[src/rtl/car_link_responder_if.sv]
// Serial link pins, detector inputs and decoded command levels of the vehicle-side responder.
// rx_dbg / tx_dbg mirror the RX and TX state registers (0 = IDLE, 1 = START, 2 = DATA, 3 = STOP).
interface car_link_responder_if;
  logic       rxd;
  logic       txd;
  logic [3:0] detector;
  logic [3:0] moving_state;
  logic       place_barrier;
  logic       destroy_barrier;
  logic       cmd_valid;
  logic       frame_err;
  logic       hdr_err;
  logic       tx_busy;
  logic [1:0] rx_dbg;
  logic [1:0] tx_dbg;

  modport master (
    output rxd, detector,
    input  txd, moving_state, place_barrier, destroy_barrier,
    input  cmd_valid, frame_err, hdr_err, tx_busy, rx_dbg, tx_dbg
  );

  modport slave (
    input  rxd, detector,
    output txd, moving_state, place_barrier, destroy_barrier,
    output cmd_valid, frame_err, hdr_err, tx_busy, rx_dbg, tx_dbg
  );
endinterface

[src/rtl/car_link_responder.sv]
// Vehicle-side end of the car-control UART link: decodes 8N1 command bytes into held
// control levels and returns the 4-bit detector status periodically and on every change.
module car_link_responder #(
  parameter int CLK_FREQ      = 100000000,
  parameter int BAUD          = 9600,
  parameter int STATUS_PERIOD = 1000000
) (
  input logic                 sys_clk,
  input logic                 rst,
  car_link_responder_if.slave link
);

  localparam int BIT_CYC  = CLK_FREQ / BAUD;
  localparam int HALF_CYC = BIT_CYC / 2;
  localparam int CW       = $clog2(BIT_CYC + 1);
  localparam int PW       = $clog2(STATUS_PERIOD + 1);

  localparam logic [CW-1:0] BIT_LAST  = CW'(BIT_CYC - 1);
  localparam logic [CW-1:0] HALF_LAST = CW'(HALF_CYC - 1);
  localparam logic [PW-1:0] PER_LAST  = PW'(STATUS_PERIOD - 1);

  typedef enum logic [1:0] {RX_IDLE, RX_START, RX_DATA, RX_STOP} rx_state_t;
  typedef enum logic [1:0] {TX_IDLE, TX_START, TX_DATA, TX_STOP} tx_state_t;

  // ---------------- RX ----------------
  rx_state_t     rx_state, rx_next;
  logic          rx_meta, rx_sync, rx_prev;
  logic [CW-1:0] rx_cnt;
  logic [2:0]    rx_bit;
  logic [7:0]    rx_byte;
  logic          rx_fall;
  logic          rx_cnt_clr, rx_shift, rx_accept, rx_ferr, rx_herr;
  logic [3:0]    moving_q;
  logic          place_q, destroy_q;
  logic          cmd_valid_q, frame_err_q, hdr_err_q;

  assign rx_fall = rx_prev & ~rx_sync;

  always_comb begin
    rx_next    = rx_state;
    rx_cnt_clr = 1'b0;
    rx_shift   = 1'b0;
    rx_accept  = 1'b0;
    rx_ferr    = 1'b0;
    rx_herr    = 1'b0;
    case (rx_state)
      RX_IDLE: begin
        if (rx_fall) begin
          rx_next    = RX_START;
          rx_cnt_clr = 1'b1;
        end
      end
      RX_START: begin
        if (rx_cnt == HALF_LAST) begin
          rx_cnt_clr = 1'b1;
          if (!rx_sync) rx_next = RX_DATA;
          else begin
            rx_ferr = 1'b1;
            rx_next = RX_IDLE;
          end
        end
      end
      RX_DATA: begin
        if (rx_cnt == BIT_LAST) begin
          rx_cnt_clr = 1'b1;
          rx_shift   = 1'b1;
          if (rx_bit == 3'd7) rx_next = RX_STOP;
        end
      end
      RX_STOP: begin
        if (rx_cnt == BIT_LAST) begin
          rx_cnt_clr = 1'b1;
          rx_next    = RX_IDLE;
          if (!rx_sync)                   rx_ferr   = 1'b1;
          else if (rx_byte[7:6] == 2'b10) rx_accept = 1'b1;
          else                            rx_herr   = 1'b1;
        end
      end
      default: rx_next = RX_IDLE;
    endcase
  end

  always_ff @(posedge sys_clk or posedge rst) begin
    if (rst) begin
      rx_meta     <= 1'b1;
      rx_sync     <= 1'b1;
      rx_prev     <= 1'b1;
      rx_state    <= RX_IDLE;
      rx_cnt      <= '0;
      rx_bit      <= '0;
      rx_byte     <= '0;
      moving_q    <= '0;
      place_q     <= 1'b0;
      destroy_q   <= 1'b0;
      cmd_valid_q <= 1'b0;
      frame_err_q <= 1'b0;
      hdr_err_q   <= 1'b0;
    end else begin
      rx_meta     <= link.rxd;
      rx_sync     <= rx_meta;
      rx_prev     <= rx_sync;
      rx_state    <= rx_next;
      rx_cnt      <= rx_cnt_clr ? '0 : rx_cnt + CW'(1);
      cmd_valid_q <= rx_accept;
      frame_err_q <= rx_ferr;
      hdr_err_q   <= rx_herr;
      if (rx_state == RX_START) rx_bit <= '0;
      else if (rx_shift)        rx_bit <= rx_bit + 3'd1;
      if (rx_shift) rx_byte <= {rx_sync, rx_byte[7:1]};
      // Decoded levels and the cmd_valid pulse appear together, one cycle after the stop sample.
      if (rx_accept) begin
        moving_q  <= rx_byte[3:0];
        place_q   <= rx_byte[4];
        destroy_q <= rx_byte[5];
      end
    end
  end

  // ---------------- TX ----------------
  tx_state_t     tx_state, tx_next;
  logic [PW-1:0] per_cnt;
  logic          tick, trigger, launch, pending;
  logic [3:0]    last_sent;
  logic [7:0]    tx_shift;
  logic [CW-1:0] tx_cnt;
  logic [2:0]    tx_bit;
  logic          tx_cnt_clr, tx_advance, txd_c;

  assign tick    = (per_cnt == PER_LAST);
  assign trigger = tick | (link.detector != last_sent);
  assign launch  = (tx_state == TX_IDLE) & pending;

  always_comb begin
    tx_next    = tx_state;
    tx_cnt_clr = 1'b0;
    tx_advance = 1'b0;
    txd_c      = 1'b1;
    case (tx_state)
      TX_IDLE: begin
        if (pending) begin
          tx_next    = TX_START;
          tx_cnt_clr = 1'b1;
        end
      end
      TX_START: begin
        txd_c = 1'b0;
        if (tx_cnt == BIT_LAST) begin
          tx_next    = TX_DATA;
          tx_cnt_clr = 1'b1;
        end
      end
      TX_DATA: begin
        txd_c = tx_shift[0];
        if (tx_cnt == BIT_LAST) begin
          tx_cnt_clr = 1'b1;
          tx_advance = 1'b1;
          if (tx_bit == 3'd7) tx_next = TX_STOP;
        end
      end
      TX_STOP: begin
        if (tx_cnt == BIT_LAST) begin
          tx_next    = TX_IDLE;
          tx_cnt_clr = 1'b1;
        end
      end
      default: tx_next = TX_IDLE;
    endcase
  end

  always_ff @(posedge sys_clk or posedge rst) begin
    if (rst) begin
      tx_state  <= TX_IDLE;
      per_cnt   <= '0;
      pending   <= 1'b0;
      last_sent <= '0;
      tx_shift  <= '0;
      tx_cnt    <= '0;
      tx_bit    <= '0;
    end else begin
      tx_state <= tx_next;
      per_cnt  <= tick ? '0 : per_cnt + PW'(1);
      tx_cnt   <= tx_cnt_clr ? '0 : tx_cnt + CW'(1);
      // The launch cycle always clears; a trigger only sticks when it arrives outside it.
      if (launch)       pending <= 1'b0;
      else if (trigger) pending <= 1'b1;
      if (launch) begin
        tx_shift  <= {4'b0000, link.detector};
        last_sent <= link.detector;
      end else if (tx_advance) begin
        tx_shift <= {1'b0, tx_shift[7:1]};
      end
      if (tx_state == TX_START) tx_bit <= '0;
      else if (tx_advance)      tx_bit <= tx_bit + 3'd1;
    end
  end

  assign link.txd             = txd_c;
  assign link.tx_busy         = (tx_state != TX_IDLE);
  assign link.moving_state    = moving_q;
  assign link.place_barrier   = place_q;
  assign link.destroy_barrier = destroy_q;
  assign link.cmd_valid       = cmd_valid_q;
  assign link.frame_err       = frame_err_q;
  assign link.hdr_err         = hdr_err_q;
  assign link.rx_dbg          = rx_state;
  assign link.tx_dbg          = tx_state;

endmodule

[src/flat_wrapper.sv]
// flat-port wrapper written by rule: the top's interface ports become plain ports
module car_link_responder_flat 
#(
  parameter int CLK_FREQ      = 100000000,
  parameter int BAUD          = 9600,
  parameter int STATUS_PERIOD = 1000000
)
  (sys_clk, rst, link_rxd, link_detector, link_txd, link_moving_state, link_place_barrier, link_destroy_barrier, link_cmd_valid, link_frame_err, link_hdr_err, link_tx_busy, link_rx_dbg, link_tx_dbg);
  car_link_responder_if link_i ();
  input logic sys_clk;
  input logic rst;
  input wire logic [$bits(link_i.rxd)-1:0] link_rxd;
  input wire logic [$bits(link_i.detector)-1:0] link_detector;
  output wire logic [$bits(link_i.txd)-1:0] link_txd;
  output wire logic [$bits(link_i.moving_state)-1:0] link_moving_state;
  output wire logic [$bits(link_i.place_barrier)-1:0] link_place_barrier;
  output wire logic [$bits(link_i.destroy_barrier)-1:0] link_destroy_barrier;
  output wire logic [$bits(link_i.cmd_valid)-1:0] link_cmd_valid;
  output wire logic [$bits(link_i.frame_err)-1:0] link_frame_err;
  output wire logic [$bits(link_i.hdr_err)-1:0] link_hdr_err;
  output wire logic [$bits(link_i.tx_busy)-1:0] link_tx_busy;
  output wire logic [$bits(link_i.rx_dbg)-1:0] link_rx_dbg;
  output wire logic [$bits(link_i.tx_dbg)-1:0] link_tx_dbg;
  assign link_i.rxd = link_rxd;
  assign link_i.detector = link_detector;
  assign link_txd = link_i.txd;
  assign link_moving_state = link_i.moving_state;
  assign link_place_barrier = link_i.place_barrier;
  assign link_destroy_barrier = link_i.destroy_barrier;
  assign link_cmd_valid = link_i.cmd_valid;
  assign link_frame_err = link_i.frame_err;
  assign link_hdr_err = link_i.hdr_err;
  assign link_tx_busy = link_i.tx_busy;
  assign link_rx_dbg = link_i.rx_dbg;
  assign link_tx_dbg = link_i.tx_dbg;
  car_link_responder #(.CLK_FREQ(CLK_FREQ), .BAUD(BAUD), .STATUS_PERIOD(STATUS_PERIOD)) u_core (.sys_clk(sys_clk), .rst(rst), .link(link_i));
endmodule
[config.mk]
export PLATFORM = sky130hd
export DESIGN_NAME = car_link_responder_flat
export DESIGN_NICKNAME = d
export VERILOG_FILES = /design/src/rtl/car_link_responder_if.sv /design/src/rtl/car_link_responder.sv /design/src/flat_wrapper.sv
export SDC_FILE = /design/constraint.sdc
export NUM_CORES = 1
export LEC_CHECK = 0
export CAP_MARGIN = 25
export CORE_UTILIZATION = 25
export DETAILED_ROUTE_END_ITERATION = 6
export GPL_TIMING_DRIVEN = 0
export PLACE_DENSITY = 0.43
export SLEW_MARGIN = 5
export SYNTH_ARGS = -nofsm -noshare
export SYNTH_HDL_FRONTEND = slang
export SYNTH_SLANG_ARGS = --single-unit
export TNS_END_PERCENT = 5
[constraint.sdc]
create_clock -name sys_clk -period 2.8 [get_ports sys_clk]
set_input_delay 0.7 -clock sys_clk [delete_from_list [all_inputs] [get_ports sys_clk]]
set_output_delay 0.7 -clock sys_clk [all_outputs]
set_load 0.02 [all_outputs]
==> run_results.csv <==
group,metric,value,unit
detailed_routing,routedWlPerCell,12.5,um
yosys,synth.top_cell.area_share,0.497,
pwr,powerDensity,718,mW/mm^2
sta,period_share,0.889,
pwr,peakVddDrop,460,uV
yosys,ys_seq_area_frac,0.515,
yosys,synth_top_area_cell,"dfrtp_1",
yosys,ys_ff_latch,87,
critical_path,r2r_setup_slack,0.50,ns
job,drv_cap,0,
clock_tree,cts_buffers,9,
clock_tree,cts_tree,"built",
detailed_routing,drt_iter0_drc,136,
grt,antenna_found_initial,0,
sta,finClkSkew,0.0114,ns
clock_tree,clockBufferDepth,2,
layout,diodes,0,
detailed_routing,final_antenna_net_count,0,
clock_tree,clkLatencyLatePin,0.34,ns
hold_path,worstHoldPathCells,0,
critical_path,critPathLaunchType,"register",
yosys,yosys-top-cells-count,"dfrtp_1 (84), nor2_1 (44), nand3_1 (21), xnor2_1 (20)",
critical_path,r2r_start,"u_core.rx_cnt[0]",
yosys,synth_cell_type_count,49,
critical_path,end_kind,"output pin",
critical_path,worstPathRequired,2.10,ns
yosys,yosysWarnings,0,
layout,layout.cells.non_filler,647,
critical_path,worstPathArrival,1.79,ns
sta,slew_viol_final,0,
critical_path,critical_path.slowest_cell,"clkdlybuf4s50_1",
hold_path,hold_start,"u_core.rx_meta",
detailed_routing,drc,0,
sta,tightest_slew,0.801,ns
grt,grt_pass1_wl,14200,um
critical_path,startpoint,"u_core.link.tx_dbg[0]",
sta,rsz0062_at_grt,"no",
floorplan,die_h,132,um
critical_path,path_class,"register to output pin",
critical_path,cp_max_fo,5,
critical_path,cp_common_cell,"inv_1",
detailed_routing,dr.pass1.iters,4,
sta,max_freq,402,MHz
floorplan,ios,22,
pwr,power.leakage,2.23,nW
clock_tree,cts_setup_buffers,0,
place,dpl.cell_count,631,
layout,fin_nets,442,
yosys,async_reset_ff_frac,1.00,
layout,syn2layout_area_growth,20.2,%
place,portBuffers,21,
critical_path,reg2regPathDepth,6,
floorplan,start_util,0.255,
critical_path,cp_cell_sequence,"inv_1, ha_1, inv_1, clkdlybuf4s50_1",
sta,min_period,2.49,ns
place,place.gp.congestion,0.721,
grt,grt.total_usage,0.101,
hold_path,hold_class,"register to register",
sta,hold_viol,0,
floorplan,die_area,0.0175,mm^2
floorplan,die_x,132,um
clock_tree,clock-sinks,87,
yosys,synthFlopType,"dfrtp_1",
critical_path,r2r-end,"u_core.rx_cnt[9]",
layout,drive_above_1_share,0.141,
yosys,syn_area,0.00423,mm^2
critical_path,max_stage_delay,0.59,ns
sta,tns,0,ns
sta,relSlewSlack,0.464,
grt,grt_pass1_vias,2873,
detailed_routing,routed_wl,8100,um
yosys,synth_edf_count,0,
yosys,synth.most_common_cell,"dfrtp_1",
detailed_routing,vias,2912,
yosys,syn_avg_cell_area,10.9,um^2
grt,globalRouteOverflowTotal,0,
layout,final_util,0.307,
floorplan,core-area,0.0166,mm^2
yosys,syn_nets,408,
hold_path,hold-path-endpoint,"u_core.rx_sync",
clock_tree,clk_pin_slew,0.06,ns
outcome,status,"finished clean",
floorplan,row_count,47,
clock_tree,cts_root_buf,"clkbuf_16",
yosys,yosys-top-cells-area,"dfrtp_1 (50%), mux2_2 (4.8%), xnor2_1 (4.1%)",
clock_tree,htree_levels,3,
place,dp_hpwl,5620,um
detailed_routing,viasPerCell,4.50,
sta,finalSetupViolCount,0,
grt,grt_max_degree,34,
yosys,syn-instance-count,388,
==> stage by stage <==
stage	cell area (um^2)	worst slack [ns]	total power, mW	hold WS, ns
5_1_grt	5080	0.214	3.88	0.364
4_1_cts	5080	0.0680	3.71	0.364
6_report	5080	0.312	3.65	0.361
3_5_place_dp	4760	0.474	2.38	0.353
3_3_place_gp	4720	0.00307	2.36	0.352
2_1_floorplan	4240	0.729	2.11	0.345
==> power by group <==
part           internal [mW]  switching [mW]
Clock                  0.807           0.499
Sequential              1.40           0.112
Combinational          0.364           0.467
==> cell type report <==
| cell class | instances | area (um^2) |
|---|---|---|
| fill | 1712 | 11500 |
| sequential | 87 | 2180 |
| multi-input combinational | 273 | 1930 |
| tap | 220 | 275 |
| timing repair buffer | 23 | 253 |
| clock buffer | 11 | 243 |
| clock inverter | 5 | 78.8 |
| inverter | 18 | 71.3 |
| buffer | 10 | 57.6 |
==> placed cells by master, fill, tap and decap left out, types with 11 or more instances in the layout <==
| master | count |
|---|---|
| dfrtp_1 | 84 |
| ha_1 | 13 |
| mux2_2 | 18 |
| a21oi_1 | 11 |
| nor3_1 | 11 |
| inv_1 | 17 |
| nor2_1 | 44 |
| nand2_1 | 18 |
| xor2_1 | 18 |
| xnor2_1 | 20 |
| nand4_1 | 12 |
| nand3_1 | 21 |
| mux2i_1 | 11 |
| clkdlybuf4s50_1 | 20 |
==> worst max-delay path by stage <==
stage / end / slack (ns) / cells after the start
after CTS: link_txd / 0.07 / 4
final: link_tx_busy / 0.31 / 4
after detailed placement: link_txd / 0.47 / 4
after floorplan: link_txd / 0.73 / 3
after global placement: u_core.tx_cnt[1] / 0.003 / 2
after global routing: link_tx_busy / 0.21 / 4
==> timing repair <==
action                                 CTS  global route
gates resized for setup                  0             1
setup endpoints to repair                0             1
hold buffers                             0             0
endpoints found under the hold margin    0             0
==> cell families after synthesis <==
| family | synth area share |
|---|---|
| simple gates | 0.214 |
| xor+xnor | 0.0787 |
| fa+ha+maj | 0.0384 |
| mux | 0.0739 |
| compound gates | 0.0500 |
| buf+inv | 0.0296 |
| flops | 0.515 |
==> layer usage <==
layer / part of all wire / GRT usage / routed length, um
met1: 0.50 / 0.132 / 4020
met2: 0.45 / 0.156 / 3660
met3: 0.041 / 0.0373 / 331
met4: 0.011 / 0.0310 / 93
met5: 0 / 0 / 0
==> state kept, by name, indices dropped and copies added (netlist names), 3 cells and up, named ones only <==
name and count:
u_core.rx_byte 8, u_core.tx_bit 3, u_core.rx_cnt 14, u_core.rx_bit 3, u_core.last_sent 4, u_core.tx_shift 4
u_core.link.moving_state 4, u_core.tx_cnt 14, u_core.per_cnt 20
==> critical path, delay by kind of cell (launching register included) <==
family | cells | cell delay [ns]
buffers and inverters | 3 | 0.77
flip-flops | 1 | 0.42
adder cells (fa/ha/maj) | 1 | 0.25
No activity file was read; power rests on OpenSTA's default activity.
